**src/rtl/apb_stream_fifo.sv**
```systemverilog
// APB slave bridging register accesses to a TX and an RX fall-through stream
// FIFO, with level/status registers, sticky error flags and a threshold irq.

module apb_stream_fifo_buf #(
   parameter int W     = 8,
   parameter int DEPTH = 16,
   parameter int LVL_W = $clog2(DEPTH) + 1
) (
   input  logic             pclk,
   input  logic             reset,
   input  logic             clr,
   input  logic             push,
   input  logic             pop,
   input  logic [W-1:0]     wdata,
   output logic [W-1:0]     rdata,
   output logic [LVL_W-1:0] level,
   output logic             empty,
   output logic             full
);
   localparam int PTR_W = LVL_W - 1;

   logic [W-1:0]     mem_r [DEPTH];
   logic [PTR_W-1:0] wr_ptr_r;
   logic [PTR_W-1:0] rd_ptr_r;
   logic [LVL_W-1:0] level_r;
   logic             push_ok_s;
   logic             pop_ok_s;

   assign empty     = (level_r == LVL_W'(1'b0));
   assign full      = (level_r == LVL_W'(DEPTH));
   assign push_ok_s = push & ~full;
   assign pop_ok_s  = pop & ~empty;
   assign rdata     = mem_r[rd_ptr_r];
   assign level     = level_r;

   // Pointer and occupancy tracking; a clear overrides same-cycle push/pop
   always_ff @(posedge pclk) begin
      if (reset || clr) begin
         wr_ptr_r <= PTR_W'(1'b0);
         rd_ptr_r <= PTR_W'(1'b0);
         level_r  <= LVL_W'(1'b0);
      end else begin
         if (push_ok_s) wr_ptr_r <= wr_ptr_r + PTR_W'(1'b1);
         if (pop_ok_s)  rd_ptr_r <= rd_ptr_r + PTR_W'(1'b1);
         case ({push_ok_s, pop_ok_s})
            2'b10:   level_r <= level_r + LVL_W'(1'b1);
            2'b01:   level_r <= level_r - LVL_W'(1'b1);
            default: level_r <= level_r;
         endcase
      end
   end

   // Storage write; contents are not reset
   always_ff @(posedge pclk) begin
      if (push_ok_s && !clr && !reset) mem_r[wr_ptr_r] <= wdata;
   end
endmodule

module apb_stream_fifo #(
   parameter int DATA_W = 8,
   parameter int DEPTH  = 16,
   parameter int ERR_EN = 1
) (
   input  logic              pclk,
   input  logic              reset,
   input  logic [3:0]        paddr,
   input  logic              psel,
   input  logic              penable,
   input  logic              pwrite,
   input  logic [31:0]       pwdata,
   output logic [31:0]       prdata,
   output logic              pready,
   output logic              pslverr,
   output logic [DATA_W-1:0] m_data,
   output logic              m_valid,
   input  logic              m_ready,
   input  logic [DATA_W-1:0] s_data,
   input  logic              s_valid,
   output logic              s_ready,
   output logic              irq
);
   localparam int LVL_W = $clog2(DEPTH) + 1;
   localparam logic [1:0] A_DATA  = 2'd0;
   localparam logic [1:0] A_STAT  = 2'd1;
   localparam logic [1:0] A_LEVEL = 2'd2;
   localparam logic [1:0] A_CFG   = 2'd3;

   logic              setup_s, access_s;
   logic [1:0]        word_s;
   logic              wr_data_s, wr_ctrl_s, wr_cfg_s, rd_data_s, bad_s;
   logic              ovf_s, unf_s, irq_nxt_s;
   logic              tx_push_s, tx_pop_s, tx_clr_s;
   logic              rx_push_s, rx_pop_s, rx_clr_s, sticky_clr_s;
   logic [DATA_W-1:0] tx_head_s, rx_head_s;
   logic [LVL_W-1:0]  tx_level_s, rx_level_s;
   logic              tx_empty_s, tx_full_s, rx_empty_s, rx_full_s;
   logic [31:0]       rd_mux_s;
   logic [31:0]       prdata_r;
   logic              rd_empty_r, tx_ovf_r, rx_unf_r, irq_r, err_irq_en_r;
   logic [15:0]       rx_thresh_r;
   logic              unused_s;

   assign setup_s  = psel & ~penable;
   assign access_s = psel & penable;
   assign word_s   = paddr[3:2];
   assign unused_s = ^{paddr[1:0], pwdata[31:17]};

   // Access-phase decode of APB side effects
   always_comb begin
      wr_data_s = 1'b0;
      wr_ctrl_s = 1'b0;
      wr_cfg_s  = 1'b0;
      rd_data_s = 1'b0;
      bad_s     = 1'b0;
      if (access_s) begin
         if (pwrite) begin
            case (word_s)
               A_DATA:  wr_data_s = 1'b1;
               A_STAT:  wr_ctrl_s = 1'b1;
               A_CFG:   wr_cfg_s  = 1'b1;
               default: bad_s     = 1'b1;
            endcase
         end else begin
            rd_data_s = (word_s == A_DATA);
         end
      end else begin
         bad_s = 1'b0;
      end
   end

   // Full/empty here are the pre-edge state, so a same-cycle stream pop cannot admit a write
   assign ovf_s        = wr_data_s & tx_full_s;
   assign unf_s        = rd_data_s & rd_empty_r;
   assign tx_push_s    = wr_data_s & ~tx_full_s;
   assign tx_pop_s     = m_valid & m_ready;
   assign tx_clr_s     = wr_ctrl_s & pwdata[0];
   assign rx_clr_s     = wr_ctrl_s & pwdata[1];
   assign sticky_clr_s = wr_ctrl_s & pwdata[2];
   assign rx_push_s    = s_valid & s_ready;
   assign rx_pop_s     = rd_data_s & ~rd_empty_r;

   apb_stream_fifo_buf #(.W(DATA_W), .DEPTH(DEPTH), .LVL_W(LVL_W)) u_tx (
      .pclk(pclk), .reset(reset), .clr(tx_clr_s), .push(tx_push_s), .pop(tx_pop_s),
      .wdata(pwdata[DATA_W-1:0]), .rdata(tx_head_s), .level(tx_level_s),
      .empty(tx_empty_s), .full(tx_full_s)
   );

   apb_stream_fifo_buf #(.W(DATA_W), .DEPTH(DEPTH), .LVL_W(LVL_W)) u_rx (
      .pclk(pclk), .reset(reset), .clr(rx_clr_s), .push(rx_push_s), .pop(rx_pop_s),
      .wdata(s_data), .rdata(rx_head_s), .level(rx_level_s),
      .empty(rx_empty_s), .full(rx_full_s)
   );

   // Register read multiplexer
   always_comb begin
      rd_mux_s = 32'd0;
      case (word_s)
         A_DATA:  rd_mux_s = rx_empty_s ? 32'd0 : 32'(rx_head_s);
         A_STAT:  rd_mux_s = {25'd0, irq_r, rx_unf_r, tx_ovf_r,
                              tx_full_s, tx_empty_s, rx_full_s, rx_empty_s};
         A_LEVEL: rd_mux_s = {16'(tx_level_s), 16'(rx_level_s)};
         A_CFG:   rd_mux_s = {15'd0, err_irq_en_r, rx_thresh_r};
         default: rd_mux_s = 32'd0;
      endcase
   end

   // Read data captured at setup and held through access; zero in every other cycle
   always_ff @(posedge pclk) begin
      if (reset) begin
         prdata_r   <= 32'd0;
         rd_empty_r <= 1'b1;
      end else if (setup_s && !pwrite) begin
         prdata_r   <= rd_mux_s;
         rd_empty_r <= rx_empty_s;
      end else begin
         prdata_r   <= 32'd0;
      end
   end

   assign irq_nxt_s = ((rx_thresh_r != 16'd0) && (32'(rx_level_s) >= 32'(rx_thresh_r)))
                    | (err_irq_en_r & (tx_ovf_r | rx_unf_r));

   // Sticky flags (clear wins over set), irq configuration and the irq register
   always_ff @(posedge pclk) begin
      if (reset) begin
         tx_ovf_r     <= 1'b0;
         rx_unf_r     <= 1'b0;
         rx_thresh_r  <= 16'd0;
         err_irq_en_r <= 1'b0;
         irq_r        <= 1'b0;
      end else begin
         if (sticky_clr_s) begin
            tx_ovf_r <= 1'b0;
            rx_unf_r <= 1'b0;
         end else begin
            if (ovf_s) tx_ovf_r <= 1'b1;
            if (unf_s) rx_unf_r <= 1'b1;
         end
         if (wr_cfg_s) begin
            rx_thresh_r  <= pwdata[15:0];
            err_irq_en_r <= pwdata[16];
         end
         irq_r <= irq_nxt_s;
      end
   end

   assign prdata  = prdata_r;
   assign pready  = 1'b1;
   assign pslverr = (ERR_EN != 0) ? (~reset & (ovf_s | unf_s | bad_s)) : 1'b0;
   assign m_data  = tx_head_s;
   assign m_valid = ~tx_empty_s;
   assign s_ready = ~rx_full_s;
   assign irq     = irq_r;
endmodule

```
**config.mk**
```make
export PLATFORM = sky130hd
export DESIGN_NAME = apb_stream_fifo
export DESIGN_NICKNAME = d
export VERILOG_FILES = /design/src/rtl/apb_stream_fifo.sv
export SDC_FILE = /design/constraint.sdc
export NUM_CORES = 1
export LEC_CHECK = 0
export BUFFER_PORTS_ARGS = -buffer_cell sky130_fd_sc_hd__buf_2
export CELL_PAD_IN_SITES_DETAIL_PLACEMENT = 0
export CELL_PAD_IN_SITES_GLOBAL_PLACEMENT = 1
export CORE_MARGIN = 3
export CORE_UTILIZATION = 38
export DETAILED_ROUTE_END_ITERATION = 10
export PLACE_DENSITY_LB_ADDON = 0.1
export SYNTH_ARGS = -nofsm -noshare
export SYNTH_HDL_FRONTEND = slang
export SYNTH_SLANG_ARGS = --single-unit
```
**constraint.sdc**
```tcl
create_clock -name pclk -period 3.3 [get_ports pclk]
set_input_delay 0 -clock pclk [delete_from_list [all_inputs] [get_ports pclk]]
set_output_delay 0 -clock pclk [all_outputs]
set_load 0.02 [all_outputs]
```
* After elaboration in Yosys (flattened, before gate mapping) *
Memories as Yosys holds them, arrays and structs flattened. A register that Yosys moved wholly into a read port is not among the register bits.
Cells that the tools add are included.

storage, ports and cells
  register bits after elaboration = 79
  bits in writable memories = 256
  input bits = 51
  output and inout port bits = 45
  word-level logic and storage cells = 109
  memories = 2

memory list
  memory      words  bits a word  rd ports  clocked after Yosys merged registers in  wr ports  RTL line  source
  u_rx.mem_r  16     8            1         1                                        1         22        logic [W-1:0] mem_r [DEPTH];
  u_tx.mem_r  16     8            1         1                                        1         22

cells by class
  $add $sub $neg = 8
  $lt $le $gt $ge = 1
  equal/unequal tests = 9
  muxes and demuxes = 26
  bitwise logic cells = 29
  reduce and logical (&&, ||, !) cells = 21

operators by type and width
  operator                                                                count
  32-bit one-hot mux with 4 select lines                                  1
  5-bit one-hot mux with 2 select lines                                   2
  1-bit 2-to-1 mux                                                        18
  1-bit bitwise AND                                                       17
  4-bit by 1-bit adder with 4-bit output (second input constant)          4
  5-bit by 16-bit greater-or-equal comparator with 1-bit output           1
  4-bit 2-to-1 mux                                                        4
  16-bit nonzero test                                                     1
  5-bit by 1-bit adder with 5-bit output (second input constant)          2
  5-bit equality test (second input constant)                             2
  5-bit zero test                                                         2
  5-bit by 1-bit subtractor with 5-bit output (second input constant)     2
  2-bit equality test (second input constant)                             4
  8-bit 2-to-1 mux                                                        1
  1-bit NOT                                                               8
  2-bit by 1-bit equality test with 1-bit output (second input constant)  3
  1-bit logical AND                                                       6
  1-bit zero test                                                         4
  1-bit OR                                                                4
  2-bit nonzero test                                                      2
  2-bit OR reduction                                                      2
  3-bit OR reduction                                                      1
  2-bit zero test                                                         1
  1-bit logical OR                                                        2

* Logic depth before layout (Yosys ltp) *
Gate-level depths: netlist (run 1).

  depth after elaboration = 10
  mapped depth = 12
  mapped depth without buffers = 11

* Cells and area by module *
A second synthesis (run 1) with hierarchy kept.

second synthesis, totals
  cell total of the unflattened synthesis = 847
  area total of the unflattened synthesis = 13,382.8 um2

by module, submodules not included
  module               instances  cells each  area each (um2)  sequential area each (um2)
  apb_stream_fifo_buf  2          316         5,738.0          4,184.0
  apb_stream_fifo      1          215         1,906.8          840.8

* Least setup slack after synthesis (run 1) *
Ideal clock, no wire load.

  path kind = flip-flop to flip-flop
  from = register u_tx.level_r[2] (netlist: u_tx.level[2])
  to = register u_tx.level_r[4] (netlist: u_tx.level[4])
  setup time = 0.070 ns
  data arrival time = 2.599 ns
  data required time = 3.230 ns
  setup slack = 0.631 ns
  cell stages (with the launch flop) = 12
  path buffers = 0
  clock period less this slack = 2.669 ns
  cells stage by stage = dfxtp_1 nor4_4 a211oi_4 inv_2 ha_1 inv_1 fa_1 nor2b_1 o21ai_0 and3_1 or4_1 a21oi_1

on the way
  cells in the longest elaborated chain, start to end = 6
  elaborated cells between the ends (all ways) = 14
  those cells by class = add/sub: 2; eq/ne: 3; mux: 1; bitwise: 6; reduce/logical: 2

RTL lines
  what                                                                                          RTL line  source
  start, declared                                                                               25        logic [LVL_W-1:0] level_r;
  start signal, assigned                                                                        41        level_r <= LVL_W'(1'b0);
  start signal, assigned                                                                        46        2'b10: level_r <= level_r + LVL_W'(1'b1);
  start signal, assigned                                                                        47        2'b01: level_r <= level_r - LVL_W'(1'b1);
  5-bit equality test / 5-bit zero test (equally long branches)                                 30, 29
  1-bit NOT (on tied branches)                                                                  -
  1-bit bitwise AND (on tied branches)                                                          134, 135
  1-bit bitwise AND (on tied branches)                                                          31, 32
  2-bit by 1-bit equality test with 1-bit output / 2-bit equality test (equally long branches)  45        case ({push_ok_s, pop_ok_s})
  5-bit one-hot mux with 2 select lines / 2-bit nonzero test (equally long branches)            -

Several ways; a longest one is shown, not always the timed one.
A chain may end at the register's enable or synchronous reset.

* Worst setup path in the final report (run 1) *
Same ends and word-level chain as after synthesis.

==> results.txt, run 1 <==
Clock Latency Late Sink -> 0.52 ns
nets@finish -> 1005
Req. time, crit path -> 3.73 ns
most frequent cells in the layout -> edfxtp_1, dfxtp_1, mux4_2, buf_2, nor2_1
Worst setup SP type -> flop
r2r setup slk -> 0.27 ns
Die Height -> 195 um
Top-Level Pins -> 96
DIE AREA -> 37800 um^2
DR iter-0 viols -> 355
post-synthesis sequential area ratio -> 68.2%
final setup fails -> 0
M1 GR Usage -> 20.7%
PwrDens -> 550 nW/um^2
CTS sink cnt -> 332
core area -> 34800 um^2
worst slew pin tran -> 1.07 ns
compound-cell area share of the yosys netlist -> 3.44%
routed via count -> 7120
fin area -> 15900 um^2
Crit Path Max Fanout -> 7
post-synthesis simple-gate area fraction -> 6.90%
fmax -> 330 MHz
GRT met3 Usage -> 2.81%
first-pass GRT wire length -> 45700 um
Synth Warn # -> 0
Post-Syn Area -> 13500 um^2
commonest non-fill, non-tap cell in the layout -> edfxtp_1
fin util -> 45.6%
Max Cap Viol -> 0
Filler cells -> 3076
Clock Skew -> 0.0232 ns
area grow syn2layout -> 17.5%
setup TNS -> 0 ns
area of placed instances -> 14400 um^2
Lkg Pwr -> 5.34 nW
Main synth FF type -> edfxtp_1
GR Layer Usage met2 -> 27.4%
drt drc -> 0
CP arrival -> 3.46 ns
ys async rst share -> 0%
Detail Placement HPWL -> 19900 um
FP Rows -> 68
Synth Register Bits -> 332
Port Buffers -> 66
initial core utilization -> 38.8%
Die Span X -> 195 um
gp weighted congestion -> 0.781
n_diodes -> 0
Tcrit/Tclk final -> 92.0%
clock period minus worst slack -> 3.03 ns
wire length per cell -> 20.9 um
Post-Synth Adder-Cell Area -> 2.09%
layer carrying the most global-route usage -> met2
Via-to-Cell Ratio -> 5.03
status -> complete, no violations
Hold Vio Cnt, Final -> 0
final hold slack -> 0.0508 ns
mux cell area share after synthesis -> 15.5%
post-synthesis average cell area -> 16.8 um^2
slew margin rel. -> 28.8%
pin count of the biggest net entering global routing -> 33
largest family of logic cells by synthesized area -> multiplexers
xor and xnor area share after synthesis -> 1.04%
worst-case clock buffer depth -> 3
Crit Path Class -> flop to flop
initial antenna violation count -> 0
CP endpoint kind -> flop
CTS buffer count -> 36
vias in the first global route -> 7580
GRT overflow -> 0
share of layout cells above drive strength 1 -> 25.1%
RSZ-0062 raised after global routing -> no
Syn Inst Count -> 804
Overall Global Routing Usage -> 15.7%
Hold Path Class -> input pin to flop
count of pins over their slew limit -> 0
DR pass1 iterations -> 5
CTS HTree Levels -> 2
VDD IR max -> 0.293 mV
number of flops mapped to enable cells by yosys -> 256
Post-CTS Setup Repair Bufs -> 0
post-route ant nets -> 0
total power -> 8.73 mW
clk slew on worst S/H paths -> 0.06 ns
CTS tree -> built
Unique masters post-synth -> 67
Root Buffer -> clkbuf_16
total length of routed wires -> 29600 um
==> layout make-up <==
type | count | area (um^2) | area share (%)
Clock buffer | 47 | 973 | 6.13
Clock inverter | 19 | 145 | 0.915
Inverter | 26 | 97.6 | 0.615
Multi-Input combinational cell | 405 | 3970 | 25.0
Sequential cell | 332 | 9210 | 58.1
Tap cell | 455 | 569 | 3.59
Timing Repair Buffer | 131 | 906 | 5.71
==> per-stage QoR <==
step	setup slack [ns]	instances
6_report	0.265	1415
5_1_grt	0.0226	1415
4_1_cts	0.245	1415
3_5_place_dp	0.278	1314
2_1_floorplan	0.631	814
3_3_place_gp	0.438	1314
==> worst max-delay path, stage by stage (launching register included) <==
cell      delay (ns)
dfxtp_1         0.36
nor4_4          0.47
a211oi_4        0.15
inv_2           0.14
ha_1            0.24
inv_1           0.11
fa_1            0.39
nor2b_1         0.15
o21ai_0         0.15
and3_1          0.23
or4_1           0.40
a21oi_1         0.15
==> state kept, by name, indices dropped and copies added, names as in the netlist, 4 cells and up, named ones only <==
name	cells
u_rx.mem_r	128
u_tx.mem_r	128
prdata	21
rx_thresh_r	16
u_rx.level	5
u_tx.level	5
u_rx.rd_ptr_r	4
u_rx.wr_ptr_r	4
u_tx.rd_ptr_r	4
u_tx.wr_ptr_r	4
==> metal layers <==
metal  vias up  wire length [um]
li1       3328                 -
met1      3639             12800
met2       114             15200
met3        39              1120
met4         0               495
met5         -                 0
==> synthesized netlist by cell type, types with 2 or more instances <==
cell | count | area (um^2)
a21o_1 | 3 | 22.5
a21oi_1 | 14 | 70.1
a22o_1 | 3 | 26.3
a2bb2oi_1 | 2 | 17.5
a311oi_1 | 2 | 17.5
a41oi_1 | 2 | 17.5
and2_1 | 22 | 138
and3_1 | 5 | 31.3
buf_1 | 7 | 26.3
buf_2 | 14 | 70.1
buf_4 | 14 | 105
buf_6 | 2 | 22.5
clkbuf_1 | 13 | 48.8
conb_1 | 2 | 7.51
dfxtp_1 | 76 | 1520
edfxtp_1 | 256 | 7690
ha_1 | 21 | 263
inv_1 | 24 | 90.1
inv_2 | 2 | 7.51
mux2_2 | 3 | 33.8
mux2i_1 | 43 | 430
mux4_2 | 72 | 1620
nand2_1 | 25 | 93.8
nand2b_1 | 4 | 25.0
nand3_1 | 10 | 50.1
nand4_1 | 5 | 31.3
nor2_1 | 64 | 240
nor2b_1 | 4 | 25.0
nor3_1 | 17 | 85.1
nor4_1 | 4 | 25.0
nor4_4 | 2 | 42.5
o21ai_0 | 10 | 50.1
o21ai_1 | 4 | 20.0
o221ai_2 | 4 | 60.1
o22a_1 | 2 | 17.5
or2b_1 | 2 | 15.0
xnor2_1 | 6 | 52.6
xor2_1 | 10 | 87.6
==> path summary, 6_finish.rpt <==
path,startpoint,cells after the start,to
min,psel,5,prdata[0]
max,u_tx.level[2],11,u_tx.level[4]
min reg2reg,rx_thresh_r[9],1,prdata[9]
max reg2reg,u_tx.level[2],11,u_tx.level[4]
==> cell families (layout without fill, tap and decap cells) <==
kind of cell,after synthesis,after routing
XOR/XNOR,16,16
AO/OA/AOI/OAI,60,60
AND/OR/NAND/NOR,176,176
multiplexers,119,119
other,2,12
buffers and inverters,77,223
flip-flops,332,332
adder cells (fa/ha/maj),22,22
==> repair_timing <==
action	in CTS	in global routing
setup endpoints to repair	0	1
hold buffers	35	0
hold endpoints to repair	280	0
gates resized for setup	0	1
==> power by group <==
part           leakage [nW]  internal [mW]  switching [mW]  total (mW)
clock network         0.549           2.24            1.55        3.79
registers              2.92           4.52          0.0218        4.54
logic                  1.88          0.157           0.232       0.390
No activity file was read; power rests on OpenSTA's default activity.
==> run 2, diff against run 1 <==
--- a/config.mk
+++ b/config.mk
@@ -8,8 +8,9 @@
 export BUFFER_PORTS_ARGS = -buffer_cell sky130_fd_sc_hd__buf_2
 export CELL_PAD_IN_SITES_DETAIL_PLACEMENT = 0
 export CELL_PAD_IN_SITES_GLOBAL_PLACEMENT = 1
-export CORE_MARGIN = 3
-export CORE_UTILIZATION = 38
+export CORE_MARGIN = 2
+export CORE_UTILIZATION = 53
+export CTS_BUF_LIST = sky130_fd_sc_hd__clkbuf_4
 export DETAILED_ROUTE_END_ITERATION = 10
 export PLACE_DENSITY_LB_ADDON = 0.1
 export SYNTH_ARGS = -nofsm -noshare
==> run 2 against run 1 <==
Net effect: final cell count down 2.2%; flip-flop and latch count unchanged; routed wire length down 7.7%; clock skew up 0.027 ns; critical path depth unchanged; total power down 3.9%; worst hold slack better by 0.18 ns; global-route usage up 5.9 points; core utilization up 17 points; die area down 29%; critical path type unchanged; critical endpoint unchanged.
==> results.txt, run 2 (synthesized netlist as in run 1, its figures left out) <==
status -> complete, no violations
DR iter-0 viols -> 457 (+29%)
Hold Path Class -> input pin to flop
slowest stage delay, CP -> 0.48 ns (about the same)
Top delay family on crit path -> compound AO/OA/AOI/OAI gates
slew margin rel. -> 27.1% (-1.7 points)
total length of routed wires -> 27300 um (-7.7%)
post-route ant nets -> 0 (unchanged)
VDD IR max -> 0.367 mV (+25%)
fmax -> 332 MHz (+0.70%)
total power -> 8.39 mW (-3.9%)
Tcrit/Tclk final -> 91.3% (-0.64 points)
CTS HTree Levels -> 3 (+1)
Worst setup SP type -> flop
Crit Path Class -> flop to flop
CP Cell Sequence -> nor4_4 -> buf_4 -> a211oi_4 -> inv_2 -> ha_1 -> ha_1 -> nor2b_1 -> o21ai_0 -> a21oi_1 -> or4_1 -> a21oi_1
GRT overflow -> 0 (unchanged)
PwrDens -> 531 nW/um^2 (-3.4%)
Crit path buffers/inverters -> 2 (unchanged)
initial core utilization -> 53.8% (+15 points)
area grow syn2layout -> 16.9%
Clock Skew -> 0.0500 ns (+0.0268 ns)
Final WS setup -> 0.287 ns (+0.0211 ns)
CP arrival -> 3.59 ns (+0.13 ns)
pin count of the biggest net entering global routing -> 33 (unchanged)
Overall Global Routing Usage -> 21.6% (+5.9 points)
Die Span X -> 164 um (-16%)
setup TNS -> 0 ns (unchanged)
first-pass GRT wire length -> 43200 um (-5.6%)
Filler cells -> 1891 (-39%)
Max Cap Viol -> 0 (unchanged)
count of pins over their slew limit -> 0 (unchanged)
fin util -> 62.9% (+17 points)
most frequent cells in the layout -> edfxtp_1, clkbuf_4, dfxtp_1, mux4_2, buf_2
Root Buffer -> clkbuf_4
Port Buffers -> 66 (unchanged)
worst slew pin tran -> 1.09 ns (+0.0255 ns)
CTS sink cnt -> 332 (unchanged)
drt drc -> 0 (unchanged)
worst-case clock buffer depth -> 3 (unchanged)
Via-to-Cell Ratio -> 5.43 (+8.0%)
RSZ-0062 raised after global routing -> no
wire length per cell -> 19.8 um (-5.7%)
vias in the first global route -> 7924 (+4.5%)
gp weighted congestion -> 0.805 (+3.1%)
commonest non-fill, non-tap cell in the layout -> edfxtp_1
Detail Placement HPWL -> 18100 um (-9.0%)
CP max stage cell -> dfxtp_1
Die Height -> 164 um (-16%)
FP Rows -> 58 (-15%)
CP endpoint kind -> flop
clk slew on worst S/H paths -> 0.07 ns (about the same)
DR pass1 iterations -> 5 (unchanged)
CTS buffer count -> 84 (+130%)
initial antenna violation count -> 1 (+1)
DP Worst Slack -> 0.222 ns (-0.0559 ns)
Req. time, crit path -> 3.88 ns (+0.15 ns)
routed via count -> 7521 (+5.6%)
Top-Level Pins -> 96 (unchanged)
core area -> 25100 um^2 (-28%)
CTS tree -> built
Hold Vio Cnt, Final -> 0 (unchanged)
Lkg Pwr -> 5.49 nW (+2.7%)
Clock Latency Late Sink -> 0.70 ns (+0.18 ns)
final setup fails -> 0 (unchanged)
DIE AREA -> 26800 um^2 (-29%)
Crit Path Max Fanout -> 7 (unchanged)
final hold slack -> 0.229 ns (+0.178 ns)
clock period minus worst slack -> 3.01 ns (-0.0211 ns)
nets@finish -> 1058 (+5.3%)
share of layout cells above drive strength 1 -> 30.5% (+5.4 points)
## run 2: changes by cell type in the layout (fill, tap and decap cells not counted)
cell           previous run  this run
buf_4                    30        21
clkbuf_8                  1         0
clkbuf_4                  0       131
diode_2                   0         1
dlygate4sd3_1            35        47
buf_12                    0         2
clkinv_1                  9        19
inv_2                     2         3
clkinv_2                  5         1
inv_6                     2         0
clkbuf_1                  9         0
bufinv_16                 2         1
clkbuf_16                37         0
## run 2: power breakdown
part	internal, mW	leakage [nW]	switching [mW]	total, mW
combinational	0.165	1.91	0.218	0.383
sequential	4.52	2.92	0.0305	4.55
clock	1.88	0.659	1.57	3.45
total	6.57	5.49	1.82	8.39
## run 2: path summary, 6_finish.rpt
kind / start / cells after the start / slack [ns] / end
worst max-delay path: u_tx.level[0] / 11 / 0.29 / u_tx.level[4]
worst min-delay path: s_data[6] / 2 / 0.23 / u_rx.mem_r[0][6]
worst max register to register: u_tx.level[0] / 11 / 0.29 / u_tx.level[4]
worst min register to register: rx_thresh_r[13] / 1 / 0.49 / prdata[13]
## run 2: per-layer routing
| layer | up-vias | track usage, % | share of wire (%) |
|---|---|---|---|
| met1 | 3760 | 27.1 | 41 |
| li1 | 3514 | - | - |
| met2 | 192 | 36.4 | 52 |
| met4 | 0 | 9.93 | 3.2 |
| met5 | - | 0 | 0 |
| met3 | 55 | 4.34 | 4.2 |
## run 2: repair_timing
item | 4_1_cts | 5_1_grt
endpoints found under the hold margin | 312 | 0
endpoints found under the setup margin | 0 | 1
gates resized for setup | 0 | 1
hold buffers | 47 | 0
setup buffers | 0 | 2
## run 2: worst reg2reg max path, stage by stage, from the launching register on
cell      delay (ns)
dfxtp_1         0.48
nor4_4          0.07
buf_4           0.17
a211oi_4        0.35
inv_2           0.14
ha_1            0.26
ha_1            0.33
nor2b_1         0.16
o21ai_0         0.23
a21oi_1         0.14
or4_1           0.47
a21oi_1         0.14
## run 2: stage by stage
step / instance area, um^2 / cells
after floorplan: 13500 / 814
after global routing: 15800 / 1384
final: 15800 / 1384
after global placement: 14200 / 1180
after detailed placement: 14200 / 1180
after CTS: 15800 / 1381
## run 2: layout make-up
class	instances	area, um^2	share of cell area (%)
Tap cell	330	413	2.61
Inverter	26	97.6	0.618
Timing Repair Buffer	136	998	6.32
Sequential cell	332	9210	58.3
Antenna cell	1	2.50	0.0158
Clock inverter	23	119	0.753
Multi-Input combinational cell	405	3970	25.1
Clock buffer	131	983	6.23
==> run 3, diff against run 2 <==
--- a/config.mk
+++ b/config.mk
@@ -12,7 +12,9 @@
 export CORE_UTILIZATION = 53
 export CTS_BUF_LIST = sky130_fd_sc_hd__clkbuf_4
 export DETAILED_ROUTE_END_ITERATION = 10
+export MAX_ROUTING_LAYER = met4
 export PLACE_DENSITY_LB_ADDON = 0.1
 export SYNTH_ARGS = -nofsm -noshare
 export SYNTH_HDL_FRONTEND = slang
 export SYNTH_SLANG_ARGS = --single-unit
+export TNS_END_PERCENT = 10
==> run 3 against run 2 <==
Net effect: global-route usage up 0.65 points; cell area unchanged; count of clock-buffer cells in the layout unchanged; largest cell class unchanged; largest power group unchanged.
==> results.txt, run 3 (synthesized netlist as in run 1, its figures left out) <==
Via-to-Cell Ratio -> 5.41 (-0.41%)
Non-Filler Instances -> 1384 (unchanged)
FP Rows -> 58 (unchanged)
routed via count -> 7490 (-0.41%)
Die Span X -> 164 um (unchanged)
sw frac -> 21.6% (-0.061 points)
Crit path buffers/inverters -> 2 (unchanged)
Worst setup SP type -> flop
VDD IR max -> 0.366 mV (-0.28%)
slew margin rel. -> 25.9% (-1.2 points)
Crit Path Class -> flop to flop
CP Cell Sequence -> nor4_4 -> buf_4 -> a211oi_4 -> inv_2 -> ha_1 -> ha_1 -> nor2b_1 -> o21ai_0 -> a21oi_1 -> or4_1 -> a21oi_1
most frequent cells in the layout -> edfxtp_1, clkbuf_4, dfxtp_1, mux4_2, buf_2
status -> complete, no violations
initial antenna violation count -> 1 (unchanged)
worst slew pin tran -> 1.11 ns (+0.0175 ns)
DR iter-0 viols -> 477 (+4.4%)
vias in the first global route -> 7930 (+0.076%)
Max Cap Viol -> 0 (unchanged)
final setup fails -> 0 (unchanged)
initial core utilization -> 53.8% (unchanged)
CTS HTree Levels -> 3 (unchanged)
Detail Placement HPWL -> 18100 um (unchanged)
drt drc -> 0 (unchanged)
worst-case clock buffer depth -> 3 (unchanged)
Clock Latency Late Sink -> 0.69 ns (about the same)
clk slew on worst S/H paths -> 0.07 ns (about the same)
Sequential Power Share -> 54.3% (about the same)
area grow syn2layout -> 16.9% (unchanged)
clock period minus worst slack -> 3.01 ns (-0.00214 ns)
post-route ant nets -> 0 (unchanged)
core area -> 25100 um^2 (unchanged)
CTS buffer count -> 84 (unchanged)
Port Buffers -> 66 (unchanged)
Tcrit/Tclk final -> 91.3% (about the same)
Crit Path Max Fanout -> 7 (unchanged)
CP arrival -> 3.59 ns (about the same)
Clock Skew -> 0.0450 ns (-0.00500 ns)
reg2reg start -> u_tx.level[0]
RSZ-0062 raised after global routing -> no
Int Power -> 6.57 mW (about the same)
gp weighted congestion -> 0.817 (+1.5%)
placed insts -> 1180 (unchanged)
Worst Setup SP -> u_tx.level[0]
P_sw -> 1.81 mW (-0.35%)
Top delay family on crit path -> compound AO/OA/AOI/OAI gates
PwrDens -> 531 nW/um^2 (about the same)
DIE AREA -> 26800 um^2 (unchanged)
total length of routed wires -> 27400 um (about the same)
pin count of the biggest net entering global routing -> 33 (unchanged)
Overall Global Routing Usage -> 22.3% (+0.65 points)
hold path start -> s_data[6]
Die Height -> 164 um (unchanged)
CP max stage cell -> dfxtp_1
share of layout cells above drive strength 1 -> 30.5% (unchanged)
Hold Path Class -> input pin to flop
fmax -> 332 MHz (about the same)
Req. time, crit path -> 3.88 ns (about the same)
CTS tree -> built
GRT overflow -> 0 (unchanged)
first-pass GRT wire length -> 43200 um (about the same)
setup TNS -> 0 ns (unchanged)
Lkg Pwr -> 5.49 nW (unchanged)
nets@finish -> 1058 (unchanged)
Top-Level Pins -> 96 (unchanged)
Hold Vio Cnt, Final -> 0 (unchanged)
CTS sink cnt -> 332 (unchanged)
final hold slack -> 0.231 ns (+0.00213 ns)
count of pins over their slew limit -> 0 (unchanged)
Clock Power Share -> 41.1% (about the same)
wire length per cell -> 19.8 um (about the same)
slowest stage delay, CP -> 0.48 ns (about the same)
Root Buffer -> clkbuf_4
DR pass1 iterations -> 5 (unchanged)
combinational share of power -> 4.6% (about the same)
CP endpoint kind -> flop
commonest non-fill, non-tap cell in the layout -> edfxtp_1
## run 3: cell counts in the layout (fill, tap and decap cells not counted)
No cell type changed its count.
## run 3: layer usage
| metal | track usage [%] | vias to the layer above | wire length [um] |
|---|---|---|---|
| met4 | 9.89 | 0 | 847 |
| li1 | - | 3517 | - |
| met3 | 4.37 | 54 | 1090 |
| met2 | 36.4 | 185 | 14100 |
| met5 | - | - | 0 |
| met1 | 27.0 | 3734 | 11300 |
## run 3: cell type report
type / count / area [um^2]
Tap cell: 330 / 413
Inverter: 26 / 97.6
Antenna cell: 1 / 2.50
Fill cell: 1891 / 9320
Timing Repair Buffer: 136 / 998
Clock inverter: 23 / 119
Sequential cell: 332 / 9210
Clock buffer: 131 / 983
Multi-Input combinational cell: 405 / 3970
## run 3: worst paths after layout
check | endpoint | slack [ns] | depth (start not counted)
worst max-delay path | u_tx.level[4] | 0.29 | 11
worst min-delay path | u_rx.mem_r[0][6] | 0.23 | 2
worst max register to register | u_tx.level[4] | 0.29 | 11
worst min register to register | prdata[13] | 0.50 | 1
## run 3: what timing repair did
item | 4_1_cts | 5_1_grt
hold buffers | 47 | 0
setup endpoints to repair | 0 | 1
resized for setup | 0 | 1
endpoints found under the hold margin | 312 | 0
buffers inserted | 0 | 2
## run 3: per-stage QoR
| step | power, mW | instance area (um^2) | utilization, % | worst slack, ns |
|---|---|---|---|---|
| CTS | 8.49 | 15800 | 62.8 | 0.182 |
| finish | 8.38 | 15800 | 62.9 | 0.289 |
| detailed placement | 4.99 | 14200 | 56.5 | 0.222 |
| global route | 8.73 | 15800 | 62.9 | 0.0651 |
| global placement | 4.97 | 14200 | 56.5 | 0.386 |
| floorplan | 4.86 | 13500 | - | 0.631 |
## run 3: worst register-to-register path: stages (launching register included)
cell and delay (ns):
dfxtp_1 0.48, nor4_4 0.07, buf_4 0.17, a211oi_4 0.35, inv_2 0.14, ha_1 0.26, ha_1 0.33, nor2b_1 0.16
o21ai_0 0.23, a21oi_1 0.14, or4_1 0.47, a21oi_1 0.14
## run 3: power by group through the flow
stage               logic (mW)  registers [mW]  clock network [mW]
floorplan                0.233            4.63                   0
global placement         0.330            4.64                   0
detailed placement       0.344            4.64                   0
CTS                      0.380            4.55                3.56
global route             0.420            4.55                3.76
finish                   0.384            4.55                3.45
